$ cat config.mk
export PLATFORM = sky130hd
export DESIGN_NAME = pipeline_hazard_ctrl
export DESIGN_NICKNAME = d
export VERILOG_FILES = /design/src/rtl/pipeline_hazard_ctrl.sv
export SDC_FILE = /design/constraint.sdc
export NUM_CORES = 1
export LEC_CHECK = 0
export CORE_AREA = 2 2 74 76
export CTS_CLUSTER_DIAMETER = 100
export DETAILED_ROUTE_END_ITERATION = 10
export DIE_AREA = 0 0 76 78
export DONT_BUFFER_PORTS = 1
export SETUP_SLACK_MARGIN = 0.05
export SKIP_CTS_REPAIR_TIMING = 1
export SLEW_MARGIN = 15
export SYNTH_ARGS = -nofsm -noshare
export SYNTH_HDL_FRONTEND = slang
export SYNTH_SLANG_ARGS = --single-unit
$ cat constraint.sdc
create_clock -name clk -period 3 [get_ports clk]
set_input_delay 0.6 -clock clk [delete_from_list [all_inputs] [get_ports clk]]
set_output_delay 0.6 -clock clk [all_outputs]
set_load 0.1 [all_outputs]
$ cat src/rtl/pipeline_hazard_ctrl.sv
// Purpose: hazard/stall controller driving enables and flushes of the 5-stage pipeline registers.
// Latency: zero; controls are combinational from state and inputs and take effect at the next clk edge.
// Backpressure: a pending data-memory access (mem_req && !mem_ready) freezes PC..EX/MEM and bubbles MEM/WB.
//
// Ports:
//   clk, rst (async, active-low)
//   id_rs/id_rt/id_uses_rs/id_uses_rt/id_jump           - ID-stage instruction info
//   ex_MemRead/ex_RegWriteAddr/ex_branch_taken           - EX-stage instruction info
//   mem_req/mem_ready/exc_req                            - MEM-stage access handshake and exception
//   pc_en, *_en, *_flush, pc_sel_exc                     - per-stage register controls
//   mem_timeout                                          - pulse when a memory wait is aborted
//   stall_cycles                                         - saturating count of cycles with pc_en=0
module pipeline_hazard_ctrl #(
  parameter int MEM_TIMEOUT = 16  // legal range 2..255
) (
  input  logic        clk,
  input  logic        rst,
  input  logic [4:0]  id_rs,
  input  logic [4:0]  id_rt,
  input  logic        id_uses_rs,
  input  logic        id_uses_rt,
  input  logic        id_jump,
  input  logic        ex_MemRead,
  input  logic [4:0]  ex_RegWriteAddr,
  input  logic        ex_branch_taken,
  input  logic        mem_req,
  input  logic        mem_ready,
  input  logic        exc_req,
  output logic        pc_en,
  output logic        if_id_en,
  output logic        id_ex_en,
  output logic        ex_mem_en,
  output logic        mem_wb_en,
  output logic        if_id_flush,
  output logic        id_ex_flush,
  output logic        ex_mem_flush,
  output logic        mem_wb_flush,
  output logic        pc_sel_exc,
  output logic        mem_timeout,
  output logic [31:0] stall_cycles
);

  typedef enum logic {
    RUN      = 1'b0,
    MEM_WAIT = 1'b1
  } state_t;

  localparam logic [7:0] WAIT_LIMIT = 8'(MEM_TIMEOUT);

  state_t     state;
  state_t     state_nxt;
  logic [7:0] wait_cnt;
  logic [7:0] wait_cnt_nxt;

  logic load_use;
  logic mem_stall;
  logic wait_expired;

  // r0 is hardwired to zero, so a load targeting it never creates a dependency.
  assign load_use = ex_MemRead && (ex_RegWriteAddr != 5'd0) &&
                    ((id_uses_rs && (id_rs == ex_RegWriteAddr)) ||
                     (id_uses_rt && (id_rt == ex_RegWriteAddr)));

  assign mem_stall    = mem_req && !mem_ready;
  assign wait_expired = (wait_cnt == WAIT_LIMIT);

  // State register, wait counter and stall performance counter.
  always_ff @(posedge clk or negedge rst) begin
    if (!rst) begin
      state        <= RUN;
      wait_cnt     <= 8'd0;
      stall_cycles <= 32'd0;
    end else begin
      state    <= state_nxt;
      wait_cnt <= wait_cnt_nxt;
      if (!pc_en && (stall_cycles != 32'hFFFF_FFFF)) begin
        stall_cycles <= stall_cycles + 32'd1;
      end
    end
  end

  // Next-state logic. The RUN cycle that detects the miss already counts as
  // wait cycle 0, so MEM_WAIT is entered with wait_cnt=1.
  always_comb begin
    state_nxt    = state;
    wait_cnt_nxt = wait_cnt;
    case (state)
      RUN: begin
        // An exception outranks the memory wait; it flushes the access instead.
        if (!exc_req && mem_stall) begin
          state_nxt    = MEM_WAIT;
          wait_cnt_nxt = 8'd1;
        end
      end
      MEM_WAIT: begin
        if (mem_ready || wait_expired) begin
          state_nxt    = RUN;
          wait_cnt_nxt = 8'd0;
        end else begin
          wait_cnt_nxt = wait_cnt + 8'd1;
        end
      end
      default: begin
        state_nxt    = RUN;
        wait_cnt_nxt = 8'd0;
      end
    endcase
  end

  // Output logic. Everything is gated off while reset is held.
  always_comb begin
    pc_en        = 1'b1;
    if_id_en     = 1'b1;
    id_ex_en     = 1'b1;
    ex_mem_en    = 1'b1;
    mem_wb_en    = 1'b1;
    if_id_flush  = 1'b0;
    id_ex_flush  = 1'b0;
    ex_mem_flush = 1'b0;
    mem_wb_flush = 1'b0;
    pc_sel_exc   = 1'b0;
    mem_timeout  = 1'b0;

    if (!rst) begin
      pc_en     = 1'b0;
      if_id_en  = 1'b0;
      id_ex_en  = 1'b0;
      ex_mem_en = 1'b0;
      mem_wb_en = 1'b0;
    end else begin
      case (state)
        RUN: begin
          if (exc_req) begin
            if_id_flush  = 1'b1;
            id_ex_flush  = 1'b1;
            ex_mem_flush = 1'b1;
            pc_sel_exc   = 1'b1;
          end else if (mem_stall) begin
            // Freeze everything upstream of MEM; WB gets a bubble each cycle.
            pc_en        = 1'b0;
            if_id_en     = 1'b0;
            id_ex_en     = 1'b0;
            ex_mem_en    = 1'b0;
            mem_wb_flush = 1'b1;
          end else if (ex_branch_taken) begin
            if_id_flush = 1'b1;
            id_ex_flush = 1'b1;
          end else if (load_use) begin
            // Hold the consumer in ID one cycle; the load moves on to MEM.
            pc_en       = 1'b0;
            if_id_en    = 1'b0;
            id_ex_flush = 1'b1;
          end else if (id_jump) begin
            if_id_flush = 1'b1;
          end
        end
        MEM_WAIT: begin
          // Other events are held by the frozen stages and seen after release.
          if (mem_ready) begin
            pc_en = 1'b1;
          end else if (wait_expired) begin
            if_id_flush  = 1'b1;
            id_ex_flush  = 1'b1;
            ex_mem_flush = 1'b1;
            pc_sel_exc   = 1'b1;
            mem_timeout  = 1'b1;
          end else begin
            pc_en        = 1'b0;
            if_id_en     = 1'b0;
            id_ex_en     = 1'b0;
            ex_mem_en    = 1'b0;
            mem_wb_flush = 1'b1;
          end
        end
        default: begin
          pc_en = 1'b1;
        end
      endcase
    end
  end

endmodule

==> After elaboration in Yosys (flattened, before gate mapping) <==
Cells that the tools add are included.
{ "word_totals": {"wordCells": 68, "ff_bits": 41, "out_inout_bits": 43, "input_bits": 25} }
{ "classes": {"addsub": 2, "bitwise_logic": 1, "eq_ne": 5, "muxes": 44, "reduce_logical": 13} }
{ "op_table": {"columns": ["op", "n"], "rows": [
  ["$mux W1", 34],
  ["$add A32 B1 Y32 const B", 1],
  ["$ne A32 B32 Y1 const B", 1],
  ["$mux W8", 2],
  ["$pmux W8 S2", 1],
  ["$pmux W1 S2", 7],
  ["$eq A5 B5 Y1", 2],
  ["$add A8 B1 Y8 const B", 1],
  ["$eq A8 B5 Y1 const B", 1],
  ["$logic_and A1 B1 Y1", 7],
  ["$reduce_bool A5 Y1", 1],
  ["$logic_not A1 Y1", 3],
  ["$logic_or A1 B1 Y1", 2],
  ["$ne A2 B2 Y1 const B", 1],
  ["$not A1 Y1", 1]
]} }

==> Longest topological paths before layout <==
Gate-level depths: netlist (run 1).
{ "depth": {"ltp_word": 12, "depth_mapped": 9, "depth_no_buf": 8} }

==> Worst setup path before layout (run 1) <==
Ideal clock, no wire load.
{ "synth_path": {"path_type": "register to output", "start": "register wait_cnt[0]", "end": "output port pc_sel_exc", "stages_incl_launch_ff": 9, "arrival_time_ns": 3.159, "slack_ns": -0.759, "path_buffers": 1, "t_required_ns": 2.400, "path_cell_list": "dfrtp_1 > inv_1 > ha_1 > nor4b_4 > nand3_1 > nor3_1 > a21oi_1 > nor2b_1 > buf_4"} }
{ "synth_between": {"elab_chain_len": 5} }
{ "synth_rtl": {"columns": ["item", "line", "text"], "rows": [
  ["start, declared", "52", "logic [7:0] wait_cnt;"],
  ["start signal, assigned", "75", "wait_cnt <= wait_cnt_nxt;"],
  ["$eq A8 B5 Y1", "65", "assign wait_expired = (wait_cnt == WAIT_LIMIT);"],
  ["$mux W1 (2 in a row)", null, null],
  ["$pmux W1 S2", null, null],
  ["$mux W1", null, null],
  ["end, declared", "38", "output logic pc_sel_exc,"]
]} }
Every way passes these cells.

==> Final worst setup path (run 1) <==
{ "layout_path": {"start": "register wait_cnt[0]", "end": "output port pc_en"} }
{ "layout_between": {"elab_chain_len": 5} }
{ "layout_rtl": {"columns": ["item", "line", "text"], "rows": [
  ["$eq A8 B5 Y1", "65", null],
  ["$mux W1 (2 in a row)", null, null],
  ["$pmux W1 S2", null, null],
  ["$mux W1", null, null],
  ["end, declared", "29", "output logic pc_en,"]
]} }
Every way passes these cells.

==> results of run 1 <==
[power by group through the flow]
stage	registers, mW	logic [mW]	clock network (mW)
after floorplan	1.32	0.301	0
after global placement	0.711	1.12	0
after detailed placement	0.715	1.13	0
after CTS	0.706	1.13	0.367
after global routing	0.718	1.19	0.396
final	0.705	1.14	0.359
[layout by cell type, fill, tap and decap left out, types with 7 or more instances in the layout]
cell type,netlist,final
nand4_1,7,7
nor3_1,15,14
buf_4,6,38
xnor2_1,15,15
dfrtp_1,41,41
nand2_1,21,21
nor2_1,14,13
o21ai_0,11,10
nand3_1,16,16
xor2_1,26,26
[registers in the layout, indices dropped and copies added (netlist names)]
| name | flops |
|---|---|
| state | 1 |
| stall_cycles | 32 |
| wait_cnt | 8 |
[metrics by stage]
stage / std cells / setup slack (ns) / hold WS (ns)
6_report: 350 / 0.189 / 0.147
5_1_grt: 350 / 0.0346 / 0.143
4_1_cts: 349 / 0.0689 / -0.00397
3_5_place_dp: 342 / 0.398 / 0.306
3_3_place_gp: 342 / 0.451 / 0.306
2_1_floorplan: 239 / -0.170 / 0.304
[worst reg2reg max path, cell delays in order, from the launching register on]
cell      delay (ns)
dfrtp_1         0.43
inv_1           0.11
ha_1            0.15
nor4b_4         0.26
a221oi_4        0.12
or2b_4          0.28
a31oi_4         0.18
buf_12          0.36
nor2_1          0.12
mux2_2          0.28
[path summary, 6_finish.rpt]
path	startpoint	endpoint	slack (ns)	cells past startpoint
max reg2reg	wait_cnt[0]	stall_cycles[31]	0.60	9
max in group asynchronous	rst	stall_cycles[8]	2.66	1
min in group clk	mem_ready	state	0.38	1
min	rst	stall_cycles[21]	0.15	1
max	wait_cnt[0]	pc_en	0.19	7
min reg2reg	wait_cnt[5]	wait_cnt[5]	0.55	1
[cells by family after synthesis]
family	count (synthesis)
adders and majority gates	3
muxes	2
xor gates and xnor gates	41
AOI/OAI and AO/OA	23
and+or+nand+nor	112
DFF	41
buffers and inverters	17
[routing by layer]
layer  vias up  share of wire  track usage
li1        920              -            -
met2        53           0.51        0.329
met4         0         0.0053       0.0582
met3         2          0.061       0.0570
met5         -              0            0
met1       917           0.43        0.219
[cell type report]
class / instances / area share
Timing Repair Buffer: 44 / 0.135
Multi-Input combinational cell: 181 / 0.452
Tap cell: 70 / 0.0295
Sequential cell: 41 / 0.346
Clock buffer: 7 / 0.0291
Inverter: 7 / 0.00886
==> flow_metrics.env, run 1 <==
export IMPL_p_total_mw=2.20
export IMPL_grt_pass1_wl_um=9030
export IMPL_seqPwrFrac=0.320
export IMPL_yosysWarningCount=0
export IMPL_yosys_area_top_type_share=0.421
export IMPL_tightest_slew_ns=0.645
export IMPL_syn_inst=239
export IMPL_synth_top_family_by_area="simple AND/OR/NAND/NOR gates"
export IMPL_fillers=434
export IMPL_slowest_delay_ns=0.43
export IMPL_drt_iter0_drc=80
export IMPL_start_kind="register"
export IMPL_fin_util=0.588
export IMPL_final_cell_area_um2=2960
export IMPL_criticalPathCategory="register to output port"
export IMPL_synth_area_um2=2440
export IMPL_vias=1892
export IMPL_place_hpwl_um=3820
export IMPL_synth_xor_area_frac=0.147
export IMPL_synth_most_common_cell="dfrtp_1"
export IMPL_setup_tns_ns=0
export IMPL_syn_nets=267
export IMPL_core_area_um2=5040
export IMPL_maxSlewViolCount=0
export IMPL_clock_sinks=41
export IMPL_synth_seq_cells=41
export IMPL_antenna_cells=0
export IMPL_p_comb_frac=0.517
export IMPL_drc=0
export IMPL_rsz0062_at_grt="yes"
export IMPL_area_growth_pct=21.5
export IMPL_wl_um=5120
export IMPL_critPathTopFamily="simple AND/OR/NAND/NOR gates"
export IMPL_cts_buffer_depth=2
export IMPL_synthArstFlopShare=1.00
export IMPL_slew_headroom=0.567
export IMPL_synth_edff_count=0
export IMPL_worst_setup_path_end_kind="output port"
export IMPL_synthTopCellsByCount="41 x dfrtp_1, 26 x xor2_1, 21 x nand2_1, 16 x nand3_1"
export IMPL_synth_distinct_cells=45
export IMPL_p_switching_mw=1.14
export IMPL_grt_antenna_before_repair=0
export IMPL_cp_required_ns=2.40
export IMPL_root_buffer="clkbuf_8"
export IMPL_clk_pin_slew_ns=0.07
export IMPL_synth_flop_cell="dfrtp_1"
export IMPL_yosysTopAreaCell="dfrtp_1"
export IMPL_clock_latency_ns=0.28
export IMPL_die_y_um=78
export IMPL_place_congestion=0.783
export IMPL_htreeDepth=2
export IMPL_fin_crit_sh=0.937
export IMPL_hold_class="primary input to async pin"
export IMPL_fin_nets=308
export IMPL_synth_simple_area_share=0.297
export IMPL_dr_pass1_iters=4
export IMPL_grt_pass1_vias=1994
export IMPL_p_clk_frac=0.163
export IMPL_io_pins=68
export IMPL_overflow=0
export IMPL_avgViaCountPerCell=5.41
export IMPL_crit_chain="inv_1 > ha_1 > nor4b_4 > a221oi_4 > or2b_4 > a31oi_4 > buf_12"
export IMPL_area_sequential_um2=1030
export IMPL_initial_core_util=0.484
export IMPL_power_leakage_nw=1.22
export IMPL_internal_power_mw=1.06
export IMPL_row_count=26
export IMPL_grt_usage=0.187
export IMPL_period_minus_slack_ns=2.81
export IMPL_switching_share=0.517
export IMPL_crit_buf_inv=2
export IMPL_ys_seq_area_frac=0.421
export IMPL_synth_compound_area_frac=0.0703
export IMPL_finalHoldViolations=0
export IMPL_tritoncts="done"
export IMPL_maxCapViolations=0
export IMPL_multiInputGateArea_um2=1340
export IMPL_outcome="complete, no violations"
export IMPL_crit_slowest_cell="dfrtp_1"
export IMPL_synth_area_leaders="dfrtp_1 42%, xor2_1 9.3%, xnor2_1 5.4%, nand3_1 3.3%, nand2_1 3.2%"
export IMPL_die_area_um2=5930
export IMPL_grt_max_degree=48
export IMPL_die_w_um=76
export IMPL_clock_skew_ns=0.00230
export IMPL_fmax_mhz=356
export IMPL_power_density_nw_per_um2=743
export IMPL_drt_wirelength_per_cell_um=14.6
export IMPL_place_area_um2=2830
export IMPL_cts_buffers=5
export IMPL_vdd_ir_drop_max_mv=0.391
export IMPL_arrival_ns=2.21
export IMPL_ant_nets=0
export IMPL_avgSynthCellArea_um2=10.2
export IMPL_worst_path_max_fanout=33
export IMPL_synthMuxAreaShare=0.00923
export IMPL_synthAdderAreaFrac=0.0154
export IMPL_drive_gt1_frac=0.268
export IMPL_portBuffers=0
export IMPL_finalSetupViolCount=0
Note: power is estimated with default switching activity, not from simulation.
==> inputs of run 2 (changes only) <==
--- a/config.mk
+++ b/config.mk
@@ -16,3 +16,4 @@
 export SYNTH_ARGS = -nofsm -noshare
 export SYNTH_HDL_FRONTEND = slang
 export SYNTH_SLANG_ARGS = --single-unit
+export TNS_END_PERCENT = 5
==> constraint.sdc (replaced) <==
create_clock -name clk -period 3 [get_ports clk]
set_input_delay 0.3 -clock clk [delete_from_list [all_inputs] [get_ports clk]]
set_output_delay 0.3 -clock clk [all_outputs]
set_load 0.1 [all_outputs]
==> run 2 against run 1 <==
Net effect:
- first-iteration DRC count is 7.5% lower
- cell count is the same
- largest power group unchanged
- worst hold slack got worse by 0.076 ns
- largest cell class unchanged
- global-route usage decreased by 0.48 points
- count of clock-buffer cells in the layout shrank 1
- critical path type unchanged
- clock power fell by 3%
- die area unchanged
- utilization down 0.74 points
==> flow_metrics.env, run 2 (synthesis results as in run 1) <==
export IMPL_fmax_mhz=374
export IMPL_layout_commonest_cell="dfrtp_1"
export IMPL_dr_pass1_iters=4
export IMPL_period_minus_slack_ns=2.68
export IMPL_die_y_um=78
export IMPL_portBuffers=0
export IMPL_fin_nets=307
export IMPL_row_count=26
export IMPL_maxCapViolations=0
export IMPL_clock_sinks=41
export IMPL_maxSlewViolCount=0
export IMPL_arrival_ns=2.38
export IMPL_drc=0
export IMPL_ant_nets=0
export IMPL_vdd_ir_drop_max_mv=0.417
export IMPL_criticalPathCategory="register to output port"
export IMPL_tritoncts="done"
export IMPL_outcome="complete, no violations"
export IMPL_htreeDepth=2
export IMPL_finalHoldViolations=0
export IMPL_core_area_um2=5040
export IMPL_hold_class="primary input to register"
export IMPL_drt_wirelength_per_cell_um=14.4
export IMPL_start_kind="register"
export IMPL_largest_register_ffs=32
export IMPL_overflow=0
export IMPL_clock_skew_ns=0.00927
export IMPL_place_congestion=0.835
export IMPL_area_growth_pct=19.9
export IMPL_layout_common_cells="41 x dfrtp_1, 39 x buf_4, 26 x xor2_1"
export IMPL_slew_headroom=0.597
export IMPL_antenna_cells=0
export IMPL_grt_pass1_wl_um=8780
export IMPL_grt_antenna_before_repair=0
export IMPL_finalSetupViolCount=0
export IMPL_die_w_um=76
export IMPL_power_density_nw_per_um2=744
export IMPL_root_buffer="clkbuf_8"
export IMPL_clock_latency_ns=0.29
export IMPL_tightest_slew_ns=0.601
export IMPL_place_hpwl_um=3840
export IMPL_cts_buffers=5
export IMPL_holdWs_ns=0.0714
export IMPL_drive_gt1_frac=0.261
export IMPL_p_total_mw=2.18
export IMPL_clk_pin_slew_ns=0.08
export IMPL_rsz0062_at_grt="no"
export IMPL_top_register="stall_cycles"
export IMPL_vias=1861
export IMPL_power_leakage_nw=1.21
export IMPL_worst_path_max_fanout=5
export IMPL_cp_required_ns=2.70
export IMPL_grt_pass1_vias=1867
export IMPL_wl_um=5040
export IMPL_io_pins=68
export IMPL_drt_iter0_drc=74
export IMPL_initial_core_util=0.484
export IMPL_grt_usage=0.182
export IMPL_grt_max_degree=48
export IMPL_fin_crit_sh=0.892
export IMPL_avgViaCountPerCell=5.32
export IMPL_worst_setup_path_end_kind="output port"
export IMPL_reg_top3="stall_cycles (32), wait_cnt (8), state (1)"
export IMPL_cts_buffer_depth=2
export IMPL_die_area_um2=5930
## run 2: metal layers
metal  share of wire  up-vias  track usage  routed length [µm]
li1                -      918            -                   -
met1            0.44      880        0.231                2230
met2            0.49       59        0.306                2450
met3           0.067        4       0.0593                 337
met4          0.0054        0       0.0382                  27
met5               0        -            0                   0
## run 2: report_power, final
part	leakage, nW	total [mW]	internal [mW]	switching, mW
logic	0.670	1.12	0.234	0.889
registers	0.496	0.705	0.640	0.0648
clock network	0.0450	0.350	0.161	0.189
total	1.21	2.18	1.04	1.14
## run 2: cell type report
| cell class | instances | area (µm²) |
|---|---|---|
| clock inverters | 2 | 10.0 |
| well taps | 70 | 87.6 |
| flip-flops and latches | 41 | 1030 |
| repair buffers | 43 | 370 |
| clock buffers | 6 | 72.6 |
| inverters | 7 | 26.3 |
| fillers | 447 | 2120 |
| multi-input cells | 181 | 1330 |
## run 2: worst paths after layout
kind / slack, ns / start / depth (start not counted) / to
min: 0.07 / mem_ready / 1 / state
min in group asynchronous: 0.49 / rst / 2 / wait_cnt[0]
max: 0.32 / wait_cnt[0] / 8 / id_ex_flush
max in group asynchronous: 2.30 / rst / 2 / stall_cycles[12]
max reg2reg: 0.59 / wait_cnt[0] / 9 / stall_cycles[31]
min reg2reg: 0.54 / stall_cycles[3] / 1 / stall_cycles[3]
## run 2: metrics by stage
step                      instance area (µm²)  TNS [ns]  instances   util  worst slack (ns)
after detailed placement                 2810         0        340  0.557             0.611
final                                    2930         0        350  0.580             0.325
after global routing                     2930         0        350  0.580            0.0897
after floorplan                          2440    -0.298        239      -            -0.149
after global placement                   2810         0        340  0.557             0.609
after CTS                                2890         0        348  0.573             0.308
## run 2: critical path, stage by stage (launching register included)
cell     delay (ns)
dfrtp_1        0.43
inv_1          0.09
ha_1           0.17
nor4b_4        0.28
nand3_1        0.18
nor3_1         0.27
o21ai_0        0.22
a21oi_2        0.15
buf_4          0.30
==> inputs of run 3 (changes only) <==
--- a/config.mk
+++ b/config.mk
@@ -5,11 +5,14 @@
 export SDC_FILE = /design/constraint.sdc
 export NUM_CORES = 1
 export LEC_CHECK = 0
-export CORE_AREA = 2 2 74 76
+export CELL_PAD_IN_SITES_DETAIL_PLACEMENT = 0
+export CELL_PAD_IN_SITES_GLOBAL_PLACEMENT = 1
+export CORE_AREA = 2 2 75 77
 export CTS_CLUSTER_DIAMETER = 100
 export DETAILED_ROUTE_END_ITERATION = 10
-export DIE_AREA = 0 0 76 78
+export DIE_AREA = 0 0 77 79
 export DONT_BUFFER_PORTS = 1
+export PLACE_DENSITY_LB_ADDON = 0.1
 export SETUP_SLACK_MARGIN = 0.05
 export SKIP_CTS_REPAIR_TIMING = 1
 export SLEW_MARGIN = 15
==> run 3 against run 2 <==
Net effect:
- power grew 4.6%
- clock skew fell by 0.0020 ns
- non-clock buffer count is 3 higher
- global-route usage grew 0.65 points
- critical path type unchanged
==> flow_metrics.env, run 3 (synthesis results as in run 1) <==
export IMPL_outcome="complete, no violations"
export IMPL_drt_wirelength_per_cell_um=15.2
export IMPL_reg_top3="stall_cycles (32), wait_cnt (8), state (1)"
export IMPL_holdWs_ns=0.0662
export IMPL_fin_crit_sh=0.890
export IMPL_hold_class="primary input to register"
export IMPL_p_clk_frac=0.196
export IMPL_rsz0062_at_grt="no"
export IMPL_drive_gt1_frac=0.272
export IMPL_dr_pass1_iters=4
export IMPL_criticalPathCategory="register to output port"
export IMPL_avgViaCountPerCell=5.42
export IMPL_largest_register_ffs=32
export IMPL_crit_chain="inv_1 > ha_1 > nor4b_4 > nand3_1 > nor3_1 > a21oi_1 > nor2b_4 > buf_4"
export IMPL_portBuffers=0
export IMPL_p_switching_mw=1.15
export IMPL_drt_iter0_drc=53
export IMPL_antenna_cells=0
export IMPL_tritoncts="done"
export IMPL_layout_commonest_cell="buf_4"
export IMPL_p_total_mw=2.28
export IMPL_slew_headroom=0.581
export IMPL_final_cell_area_um2=2970
export IMPL_setup_slack_ns=0.330
export IMPL_ant_nets=0
export IMPL_critPathTopFamily="simple AND/OR/NAND/NOR gates"
export IMPL_power_leakage_nw=1.23
export IMPL_grt_antenna_before_repair=0
export IMPL_power_density_nw_per_um2=766
export IMPL_finalSetupViolCount=0
export IMPL_htreeDepth=2
export IMPL_cp_required_ns=2.70
export IMPL_wl_um=5380
export IMPL_core_area_um2=5340
export IMPL_overflow=0
export IMPL_die_area_um2=6080
export IMPL_area_growth_pct=21.8
export IMPL_startpoint="wait_cnt[0]"
export IMPL_worst_path_max_fanout=5
export IMPL_slowest_delay_ns=0.47
export IMPL_tightest_slew_ns=0.624
export IMPL_place_congestion=0.867
export IMPL_grt_usage=0.188
export IMPL_clock_sinks=41
export IMPL_grt_max_degree=48
export IMPL_instances_no_fill=355
export IMPL_initial_core_util=0.457
export IMPL_clock_skew_ns=0.00723
export IMPL_row_count=27
export IMPL_period_minus_slack_ns=2.67
export IMPL_fmax_mhz=375
export IMPL_p_comb_frac=0.499
export IMPL_grt_pass1_vias=1993
export IMPL_die_y_um=79
export IMPL_dp_cells=345
export IMPL_cts_buffers=5
export IMPL_root_buffer="clkbuf_8"
export IMPL_start_kind="register"
export IMPL_worst_setup_path_end_kind="output port"
export IMPL_clock_latency_ns=0.29
export IMPL_maxSlewViolCount=0
export IMPL_crit_buf_inv=2
export IMPL_internal_power_mw=1.12
export IMPL_hold_start="mem_ready"
export IMPL_place_hpwl_um=4140
export IMPL_clk_pin_slew_ns=0.09
export IMPL_worstReg2RegStart="wait_cnt[0]"
export IMPL_pre_cts_ws_ns=0.632
export IMPL_layout_common_cells="43 x buf_4, 41 x dfrtp_1, 26 x xor2_1"
export IMPL_crit_slowest_cell="buf_4"
export IMPL_die_w_um=77
export IMPL_cts_buffer_depth=2
export IMPL_seqPwrFrac=0.305
export IMPL_drc=0
export IMPL_place_area_um2=2820
export IMPL_top_register="stall_cycles"
export IMPL_maxCapViolations=0
export IMPL_fin_nets=310
export IMPL_setup_tns_ns=0
export IMPL_grt_pass1_wl_um=9340
export IMPL_fin_util=0.557
export IMPL_arrival_ns=2.37
export IMPL_vdd_ir_drop_max_mv=0.671
export IMPL_vias=1925
export IMPL_finalHoldViolations=0
export IMPL_io_pins=68
export IMPL_switching_share=0.506
-- run 3: cell types whose count changed in the layout (fill, tap and decap cells not counted) --
cell        previous run  this run
clkinv_4               0         1
buf_4                 39        43
clkinvlp_4             0         1
clkbuf_1               1         0
bufinv_16              0         1
clkinv_2               2         0
buf_12                 2         1
-- run 3: power groups by stage --
stage	clock (mW)	sequential, mW	combinational, mW
5_1_grt	0.495	0.709	1.18
6_report	0.446	0.695	1.14
3_3_place_gp	0	0.702	1.11
3_5_place_dp	0	0.707	1.13
4_1_cts	0.463	0.697	1.13
2_1_floorplan	0	1.32	0.299
-- run 3: layout make-up --
type | instances | area (µm²)
fill | 501 | 2370
multi-input combinational | 181 | 1330
sequential | 41 | 1030
timing repair buffer | 46 | 380
tap | 72 | 90.1
clock buffer | 5 | 68.8
clock inverter | 3 | 46.3
inverter | 7 | 26.3
-- run 3: final timing paths --
path	to	slack [ns]	cells after the start
setup / recovery	ex_mem_flush	0.33	8
hold / removal	state	0.07	1
setup reg to reg	stall_cycles[31]	0.62	9
hold reg to reg	wait_cnt[4]	0.59	1
max in group asynchronous	stall_cycles[1]	2.31	2
min in group asynchronous	stall_cycles[18]	0.51	2
-- run 3: routing by layer --
metal  global-route usage  share of wire  vias to the layer above
met3               0.0500          0.059                        6
li1                     -              -                      925
met4               0.0393          0.011                        0
met1                0.226           0.43                      929
met2                0.342           0.50                       65
met5                    0              0                        -
